<file path="src/rtl/inst_encoder.sv">
// RV32I instruction encoder: two-stage valid/ready pipeline, fields in, 32-bit word out.
// Optional IMM_RANGE_CHECK_EN flags immediates that do not fit their format.
module inst_encoder (
  input  logic        clk,
  input  logic        rst_n,
  input  logic        in_valid,
  output logic        in_ready,
  input  logic [6:0]  opcode,
  input  logic [4:0]  rd,
  input  logic [4:0]  rs1,
  input  logic [4:0]  rs2,
  input  logic [2:0]  funct3,
  input  logic [6:0]  funct7,
  input  logic [31:0] imm,
  output logic        out_valid,
  input  logic        out_ready,
  output logic [31:0] inst_code,
  output logic        imm_err
);

  typedef enum logic [2:0] {
    FMT_R,
    FMT_I,
    FMT_S,
    FMT_B,
    FMT_J
  } fmt_e;

  fmt_e        fmt_d;
  fmt_e        s1_fmt;
  logic        s1_valid;
  logic [6:0]  s1_op;
  logic [4:0]  s1_rd;
  logic [4:0]  s1_rs1;
  logic [4:0]  s1_rs2;
  logic [2:0]  s1_f3;
  logic [6:0]  s1_f7;
  logic [20:0] s1_imm;
  logic [31:0] code_d;
  logic        s2_load;

  assign s2_load  = !out_valid || out_ready;
  assign in_ready = !s1_valid || s2_load;

  // Classify the incoming opcode into its encoding format.
  always_comb begin
    fmt_d = FMT_R;
    unique case (1'b1)
      (opcode == 7'b0000011),
      (opcode == 7'b0010011),
      (opcode == 7'b1100111): fmt_d = FMT_I;
      (opcode == 7'b0100011): fmt_d = FMT_S;
      (opcode == 7'b1100011): fmt_d = FMT_B;
      (opcode == 7'b1101111): fmt_d = FMT_J;
      default:                fmt_d = FMT_R;
    endcase
  end

  // Stage 1: capture fields and decoded format on input handshake.
  always_ff @(posedge clk or negedge rst_n) begin
    if (!rst_n) begin
      s1_valid <= 1'b0;
      s1_fmt   <= FMT_R;
      s1_op    <= '0;
      s1_rd    <= '0;
      s1_rs1   <= '0;
      s1_rs2   <= '0;
      s1_f3    <= '0;
      s1_f7    <= '0;
      s1_imm   <= '0;
    end else if (in_ready) begin
      s1_valid <= in_valid;
      if (in_valid) begin
        s1_fmt <= fmt_d;
        s1_op  <= opcode;
        s1_rd  <= rd;
        s1_rs1 <= rs1;
        s1_rs2 <= rs2;
        s1_f3  <= funct3;
        s1_f7  <= funct7;
        s1_imm <= imm[20:0];
      end
    end
  end

  // Pack the stage-1 fields into the instruction word.
  always_comb begin
    code_d = {s1_f7, s1_rs2, s1_rs1, s1_f3, s1_rd, s1_op};
    unique case (s1_fmt)
      FMT_I: code_d = {s1_imm[11:0], s1_rs1, s1_f3,
                       s1_rd, s1_op};
      FMT_S: code_d = {s1_imm[11:5], s1_rs2, s1_rs1,
                       s1_f3, s1_imm[4:0], s1_op};
      FMT_B: code_d = {s1_imm[12], s1_imm[10:5], s1_rs2,
                       s1_rs1, s1_f3, s1_imm[4:1],
                       s1_imm[11], s1_op};
      FMT_J: code_d = {s1_imm[20], s1_imm[10:1],
                       s1_imm[11], s1_imm[19:12],
                       s1_rd, s1_op};
      default: code_d = {s1_f7, s1_rs2, s1_rs1,
                         s1_f3, s1_rd, s1_op};
    endcase
  end

  // Stage 2: hold the encoded word until the sink takes it.
  always_ff @(posedge clk or negedge rst_n) begin
    if (!rst_n) begin
      out_valid <= 1'b0;
      inst_code <= '0;
    end else if (s2_load) begin
      out_valid <= s1_valid;
      if (s1_valid) inst_code <= code_d;
    end
  end

`ifdef IMM_RANGE_CHECK_EN
  logic err_d;
  logic s1_err;
  logic s2_err;

  // Range check on the raw immediate, before truncation.
  always_comb begin
    err_d = 1'b0;
    unique case (fmt_d)
      FMT_I, FMT_S: err_d = imm[31:11] != {21{imm[11]}};
      FMT_B: err_d = (imm[31:12] != {20{imm[12]}}) || imm[0];
      FMT_J: err_d = (imm[31:20] != {12{imm[20]}}) || imm[0];
      default: err_d = 1'b0;
    endcase
  end

  // Error flag travels with its instruction through both stages.
  always_ff @(posedge clk or negedge rst_n) begin
    if (!rst_n) begin
      s1_err <= 1'b0;
      s2_err <= 1'b0;
    end else begin
      if (in_ready && in_valid) s1_err <= err_d;
      if (s2_load && s1_valid) s2_err <= s1_err;
    end
  end

  assign imm_err = s2_err;
`else
  logic unused_imm;
  assign unused_imm = ^imm[31:21];
  assign imm_err    = 1'b0;
`endif

endmodule

</file>
<file path="config.mk">
export PLATFORM = sky130hd
export DESIGN_NAME = inst_encoder
export DESIGN_NICKNAME = d
export VERILOG_FILES = /design/src/rtl/inst_encoder.sv
export SDC_FILE = /design/constraint.sdc
export NUM_CORES = 1
export LEC_CHECK = 0
export CORE_ASPECT_RATIO = 0.6
export CORE_MARGIN = 1.5
export CORE_UTILIZATION = 30
export DETAILED_ROUTE_END_ITERATION = 16
export DONT_BUFFER_PORTS = 1
export SLEW_MARGIN = 40
export SYNTH_ARGS = -nofsm -noshare
export SYNTH_HDL_FRONTEND = slang
export SYNTH_SLANG_ARGS = --single-unit
</file>
<file path="constraint.sdc">
create_clock -name clk -period 2.64 [get_ports clk]
set_clock_uncertainty 0.05 [all_clocks]
set_input_delay 0.396 -clock clk [delete_from_list [all_inputs] [get_ports clk]]
set_output_delay 0.396 -clock clk [all_outputs]
set_load 0.005 [all_outputs]
</file>
==> impl_metrics.yaml <==
global_route:
  grt.total_usage: 0.119
  grt_pass1_wl_um: 12000
  gr-usage-met3: 0.0665
  busiest_layer: "met2"
  grt_use_met1: 0.149
  grt.overflow.total: 0
  met2_usage: 0.173
  grt_pass1_vias: 2289
  grt_max_degree: 91
  antenna_found_initial: 0
yosys:
  async_flop_share: 1.00
  synthAdderAreaFrac: 0
  ys.flop_type: "dfrtp_1"
  yosysUniqueCellTypes: 33
  synth-edff-count: 0
  syn_inst: 282
  yosysWarnings: 0
  ys_ff_latch: 90
  yosys-mux-area-fraction: 0.239
  syn_area_mm2: 0.00379
  syn_avg_cell_area_um2: 13.5
  synth_simple_gate_area_share: 0.0646
  syn_nets: 350
  synth_common_cells: "90 x dfrtp_1, 60 x mux2_2, 29 x nand2_1"
  synthTopCellsByArea: "dfrtp_1 59%, mux2_2 18%, mux2i_1 6.1%"
  synth_compound_gate_area_share: 0.0600
  synth_xor_area_frac: 0.00956
  yosysTopAreaCellShare: 0.593
  synth.largest_area_cell: "dfrtp_1"
  synth_top_family_by_area: "multiplexers"
  ys_seq_area_frac: 0.593
  yosysMostFrequentCell: "dfrtp_1"
layout:
  n_antenna_cell: 0
  fin_util: 0.348
  stdcell_count: 449
  fin_nets: 347
  drive_gt1_frac: 0.303
  area_delta_synth_final_pct: 11.8
critical_path:
  cp_top_family: "simple AND/OR/NAND/NOR gates"
  worstSetupPathType: "flip-flop to flip-flop"
  cpMostUsedCell: "and2b_1"
  startpoint_type: "flip-flop"
  cp_max_fo: 11
  slowest_stage: "dfrtp_1"
  crit_path_end_kind: "flip-flop"
  required_ps: 2820
  cp_num_buf_inv: 0
  crit_path_max_incr_delay_ps: 550
  cp_cell_sequence: "and2b_1, and2b_1, o21ai_1, a32o_1"
  arrival_ps: 1900
power_and_ir_drop:
  peakVddDrop_v: 0.000287
  power_density_mw_per_mm2: 802
  leakagePower_nw: 1.72
routing:
  firstDrtPassIters: 4
  wirelength_um: 7510
  drc: 0
  ant_nets: 0
  wl_per_cell_um: 16.7
  drt_iter0_drc: 105
  vias: 2116
  via_per_inst: 4.71
sta:
  slew_viol_final: 0
  max_freq_ghz: 0.582
  setup_tns_ps: 0
  fin_crit_sh: 0.651
  setup_violations: 0
  rsz0062_at_grt: "false"
  fin_crit_ps: 1720
  hold_violations: 0
clock_network:
  clkSlewWorstSetupHoldPaths_ps: 70
  clkSinkCount: 90
  cts-htree-levels: 3
  cts_buffer_depth: 2
  clock_latency_ps: 340
  tritoncts: "yes"
  post_cts_resized: 0
  clock-root-buffer: "clkbuf_16"
  cts_buffers: 9
die:
  io_pins: 103
  rows: 31
  core_area_mm2: 0.0122
  die_y_um: 90.1
  die_area_mm2: 0.0134
  die_w_um: 148
  start_util: 0.312
run_status:
  status: "completed"
place:
  hpwl_um: 5060
  gp_congestion: 0.720
  port_buffers: 0
  place_inst: 431
hold_path:
  hold_path_class: "input pin to flip-flop"
flow_run:
  drv_cap: 0
-- worst reg2reg max path: stages (launching register included) --
cell	delay, ps
dfrtp_1	550
and2b_1	510
and2b_1	190
o21ai_1	50
a32o_1	260
-- layout by cell type, fill, tap and decap left out, types with 2 or more instances in the layout --
cell type / netlist / layout
dfrtp_1: 90 / 90
mux2_2: 60 / 60
nand2_1: 29 / 27
o21ai_0: 25 / 25
mux2i_1: 23 / 23
clkbuf_16: 0 / 9
a21oi_1: 5 / 5
nand3b_1: 4 / 4
nand2b_1: 4 / 4
and2b_1: 2 / 2
o31ai_1: 2 / 2
nor2b_1: 2 / 2
inv_8: 0 / 2
inv_6: 0 / 2
-- sequential cells by signal (all words and copies together) (netlist names) --
name / count
s1_rs1: 5
s1_f7: 7
inst_code: 32
s1_rd: 5
s1_rs2: 5
out_valid: 1
s1_imm: 21
s1_fmt: 3
s1_valid: 1
s1_op: 7
s1_f3: 3
-- layout make-up --
class | count | area [um^2]
clock buffer | 9 | 225
fill | 1209 | 7940
clock inverter | 7 | 61.3
timing repair buffer | 4 | 65.1
tap | 165 | 206
sequential | 90 | 2250
multi-input combinational | 173 | 1430
inverter | 1 | 3.75
-- report_power, final --
| part | internal (mW) | leakage, nW | switching [mW] |
|---|---|---|---|
| clock | 0.658 | 0.140 | 0.572 |
| combinational | 0.211 | 0.513 | 0.176 |
| sequential | 1.62 | 1.07 | 0.168 |
-- kinds of logic (layout without fill, tap and decap cells) --
group	count (synthesis)	after routing
compound gates	39	39
xor+xnor	2	2
buf+inv	19	21
flops	90	90
mux	83	83
other cells	1	1
simple gates	48	48
-- per-layer routing --
layer | vias up | wire length [um] | share of wire
met4 | 0 | 84 | 0.011
met1 | 1063 | 3430 | 0.46
li1 | 976 | - | -
met2 | 69 | 3230 | 0.43
met3 | 8 | 766 | 0.10
met5 | - | 0 | 0
-- per-stage QoR --
| step | instance area (um^2) | hold slack [ps] | power [mW] | worst slack (ps) |
|---|---|---|---|---|
| after CTS | 4240 | 108 | 3.47 | 812 |
| after floorplan | 3790 | 50.4 | 2.07 | 1120 |
| after detailed placement | 3910 | 52.9 | 2.18 | 763 |
| after global placement | 3910 | 52.6 | 2.15 | 810 |
| after global routing | 4240 | 122 | 3.59 | 780 |
| final | 4240 | 122 | 3.40 | 921 |
-- final timing paths --
check	start	to	slack, ps	cells past startpoint
max in group asynchronous	rst_n	inst_code[7]	1590	2
setup / recovery	s1_fmt[2]	inst_code[31]	920	4
hold / removal	in_valid	s1_valid	120	1
setup reg to reg	s1_fmt[2]	inst_code[31]	920	4
hold reg to reg	s1_op[5]	inst_code[5]	450	1
min in group asynchronous	rst_n	inst_code[0]	550	2
-- repair_timing --
action	CTS	global route
buffers inserted	0	0
hold endpoints to repair	90	0
hold buffers	2	0
setup endpoints to repair	0	0
Power figures use the tool's default switching activity.
==> variant 1, RTL diff (same flow settings) <==
The option `IMM_RANGE_CHECK_EN` is turned on by a define.
--- a/src/rtl/inst_encoder.sv
+++ b/src/rtl/inst_encoder.sv
@@ -1,5 +1,7 @@
 // RV32I instruction encoder: two-stage valid/ready pipeline, fields in, 32-bit word out.
 // Optional IMM_RANGE_CHECK_EN flags immediates that do not fit their format.
+`define IMM_RANGE_CHECK_EN
+
 module inst_encoder (
   input  logic        clk,
   input  logic        rst_n,
Formal check against the unedited RTL: not equivalent (a bounded check fails within 4 cycles, from zero or initial values and one cycle with rst_n low).
==> variant 1 against the original RTL <==
Sequential cell count grew 2; total power grew 3.3%; highest routed layer unchanged; core utilization grew 0.30 points; critical path type is now input port to flip-flop; critical path depth grew 1; area after synthesis grew 5.7%; cell area grew 7.1%; setup slack lost 0.35 ns; cell count grew 12%; via count grew 19%; wire length grew 22%; hold slack lost 0.0081 ns; combinational power grew 3%; die area grew 5.5%.
==> variant 1: results <==
metrics = {
    "sta": {
        "whs_ns": 0.114,
        "fin_crit_ns": 2.07,
    },
    "worst_setup_path": {
        "critPathMaxStageDelay_ns": 0.53,
        "r2r_slack_ns": 0.88,
        "cp-startpoint": "imm[20]",
        "worstPathArrival_ns": 2.22,
        "cp_slowest_cell": "or4_1",
        "r2r_end": "inst_code[14]",
        "path_max_fanout": 4,
        "regToRegStartpoint": "s1_fmt[0]",
    },
    "logic_synthesis": {
        "synth.top_cells.by_count": "dfrtp_1, mux2_2, nand2_1",
        "synthTopCellsByArea": "dfrtp_1, mux2_2, mux2i_1",
        "seq_area_frac_synth_pct": 57.4,
        "postSynthAreaPerCell_um2": 12.2,
        "synthesis.nets": 396,
    },
    "grt": {
        "use_met3_pct": 7.58,
        "antenna_found_initial": 1,
        "grt_usage_pct": 13.6,
        "grt_pass1_vias": 2555,
        "grtUsageMet2_pct": 18.5,
        "grt_pass1_wl_um": 14600,
    },
    "placement": {
        "place_inst": 487,
        "pre_cts_ws_ns": 0.226,
        "gp_congestion": 0.791,
        "placed_area_um2": 4210,
    },
    "drt": {
        "wirelength_met1_um": 4510,
        "vias_per_cell": 4.99,
        "wl_met3_um": 964,
        "via_count": 2518,
        "met2_length_um": 3570,
        "drtIter0Drc": 107,
        "wl_per_cell_um": 18.1,
    },
    "clocking": {
        "postCtsHoldBufs": 2,
    },
    "final_layout": {
        "drive_above_1_share_pct": 26.0,
    },
    "outcome": {
        "status": "completed",
    },
    "pwr": {
        "leakage_uw": 0.00180,
        "ir_worst_vdd_uv": 266,
    },
}
[variant 1: cell count changes after synthesis, sizes merged, moves of 4 or more]
cell,unedited run,this run
buf,14,1
clkbuf,4,15
nand2,29,37
nand3,0,5
nor2,3,8
nor4,0,4
o21ai,26,34
or4,0,5
[variant 1: final cells by class]
type	count	area, um^2
sequential	92	2300
clock inverter	5	62.6
antenna	1	2.50
clock buffer	10	229
inverter	3	11.3
timing repair buffer	7	75.1
tap	170	213
fill	1264	8390
multi-input combinational	217	1650
[variant 1: cell families (layout without fill, tap and decap cells)]
family / after synthesis / in the layout / synth area share, %
flip-flops: 92 / 92 / 57.4
multiplexers: 85 / 85 / 23.2
AND/OR/NAND/NOR: 81 / 81 / 10.0
AO/OA/AOI/OAI: 48 / 48 / 6.96
buffers and inverters: 19 / 25 / 1.78
XOR/XNOR: 3 / 3 / 0.655
other: 0 / 1 / 0
[variant 1: power by group]
group	switching [uW]	total [uW]	internal, uW
sequential	181	1830	1650
clock	551	1290	734
combinational	182	397	215
total	915	3510	2600
==> variant 2, RTL diff (same flow settings) <==
Made on the original files. Re-encode `fmt_e` (5 values) as one-hot, 5 bits wide.
--- a/src/rtl/inst_encoder.sv
+++ b/src/rtl/inst_encoder.sv
@@ -18,12 +18,12 @@
   output logic        imm_err
 );
 
-  typedef enum logic [2:0] {
-    FMT_R,
-    FMT_I,
-    FMT_S,
-    FMT_B,
-    FMT_J
+  typedef enum logic [4:0] {
+    FMT_R = 5'b00001,
+    FMT_I = 5'b00010,
+    FMT_S = 5'b00100,
+    FMT_B = 5'b01000,
+    FMT_J = 5'b10000
   } fmt_e;
 
   fmt_e        fmt_d;
Check against the original RTL: same outputs for any inputs over 10 cycles, from zero or initial values and one cycle with rst_n low; not proved beyond that.
==> variant 2 against the original RTL <==
Setup slack lost 0.16 ns; critical path depth is the same; synthesized cell count grew 8.5%; wire length grew 14%; sequential power grew 3%; cell area grew 6.3%; sequential cell count grew 2; area after synthesis grew 4.3%; total power grew 8.7%.
==> variant 2: results <==
metrics = {
    "outcome": {
        "status": "completed",
    },
    "placement": {
        "placed_area_um2": 4140,
        "pre_cts_ws_ns": 0.675,
        "portBuffers": 0,
        "gp_congestion": 0.701,
        "place_inst": 463,
        "hpwl_um": 5960,
    },
    "drt": {
        "drtPass1Iterations": 4,
        "drtIter0Drc": 87,
        "wl_per_cell_um": 17.8,
        "via_count": 2355,
    },
    "logic_synthesis": {
        "synthTopCellsByArea": "dfrtp_1, mux2_2, mux2i_1",
        "synthArstFlopShare_pct": 100,
        "synth.top_cells.by_count": "dfrtp_1, mux2_2, nor2_1",
        "yosysUniqueCellTypes": 38,
        "ys_warn_count": 0,
        "syn_inst": 306,
        "seq_area_frac_synth_pct": 58.2,
        "synthesis.nets": 374,
        "synth_top_area_share_pct": 57.5,
    },
    "worst_setup_path": {
        "r2r_end": "s1_rd[4]",
        "r2r_slack_ns": 0.76,
        "critPathMaxStageDelay_ns": 0.51,
        "regToRegStartpoint": "out_valid",
        "path_max_fanout": 24,
        "worstPathArrival_ns": 2.05,
        "cp_slowest_cell": "nand2_2",
    },
    "pwr": {
        "leakage_uw": 0.00193,
        "ir_worst_vdd_uv": 291,
    },
    "grt": {
        "grt_pass1_wl_um": 14000,
        "grt_pass1_vias": 2599,
        "antenna_found_initial": 2,
        "grt_max_degree": 93,
        "grt_usage_pct": 13.4,
    },
    "final_layout": {
        "drive_above_1_share_pct": 30.2,
        "fillerInstances": 1251,
        "largestRegisters": "inst_code x32, s1_imm x21",
        "fin_cells": 482,
    },
    "sta": {
        "tightestPinTransition_ns": 0.587,
        "whs_ns": 0.125,
        "hold_viol": 0,
    },
    "clocking": {
        "cts.path.max_buffers": 2,
        "insertion_delay_ns": 0.35,
        "htreeDepth": 3,
        "postCtsSetupBuffers": 0,
        "path_clk_slew_ns": 0.07,
    },
    "min_path": {
        "hold_path_depth": 1,
        "holdPathEnd": "s1_fmt[2]",
        "hold_path_class": "input port to flip-flop",
        "min_from": "opcode[6]",
    },
}
-- variant 2: final cells by class --
type,instances,area (um^2),share of cell area (%)
Multi-Input combinational cell,192,1540,34.2
Inverter,4,15.0,0.333
Antenna cell,1,2.50,0.0555
Clock buffer,9,225,4.99
Timing Repair Buffer,7,100,2.22
Sequential cell,92,2300,51.1
Tap cell,170,213,4.72
Clock inverter,7,106,2.36
-- variant 2: logic make-up after synthesis --
| logic type | Yosys count | synth area share (%) |
|---|---|---|
| AOI/OAI and AO/OA | 46 | 7.24 |
| other | 1 | 0.0947 |
| muxes | 77 | 21.4 |
| DFF | 92 | 58.2 |
| buffers and inverters | 22 | 2.91 |
| and+or+nand+nor | 65 | 9.51 |
| xor gates and xnor gates | 3 | 0.664 |
-- variant 2: routing by layer --
metal,GRT usage (%),up-vias,part of all wire (%)
met4,3.88,4,1.2
met5,0,-,0.38
met3,7.16,15,9.1
met1,16.4,1190,45
met2,20.3,58,45
li1,-,1088,-
-- variant 2: worst max-delay path by stage --
stage	startpoint	endpoint	slack, ns	cells past startpoint
5_1_grt	s1_fmt[2]	inst_code[26]	0.57	4
3_5_place_dp	out_ready	s1_op[1]	0.67	4
6_report	out_valid	s1_rd[4]	0.76	4
3_3_place_gp	out_ready	s1_op[0]	0.68	4
4_1_cts	out_valid	s1_op[1]	0.73	4
2_1_floorplan	out_ready	s1_f3[0]	1.15	4
-- variant 2: power breakdown --
group | switching, uW | total (uW) | leakage [uW] | internal, uW
sequential | 186 | 1830 | 0.00106 | 1650
combinational | 195 | 431 | 0.000703 | 237
clock | 584 | 1430 | 0.000163 | 847
total | 964 | 3700 | 0.00193 | 2730
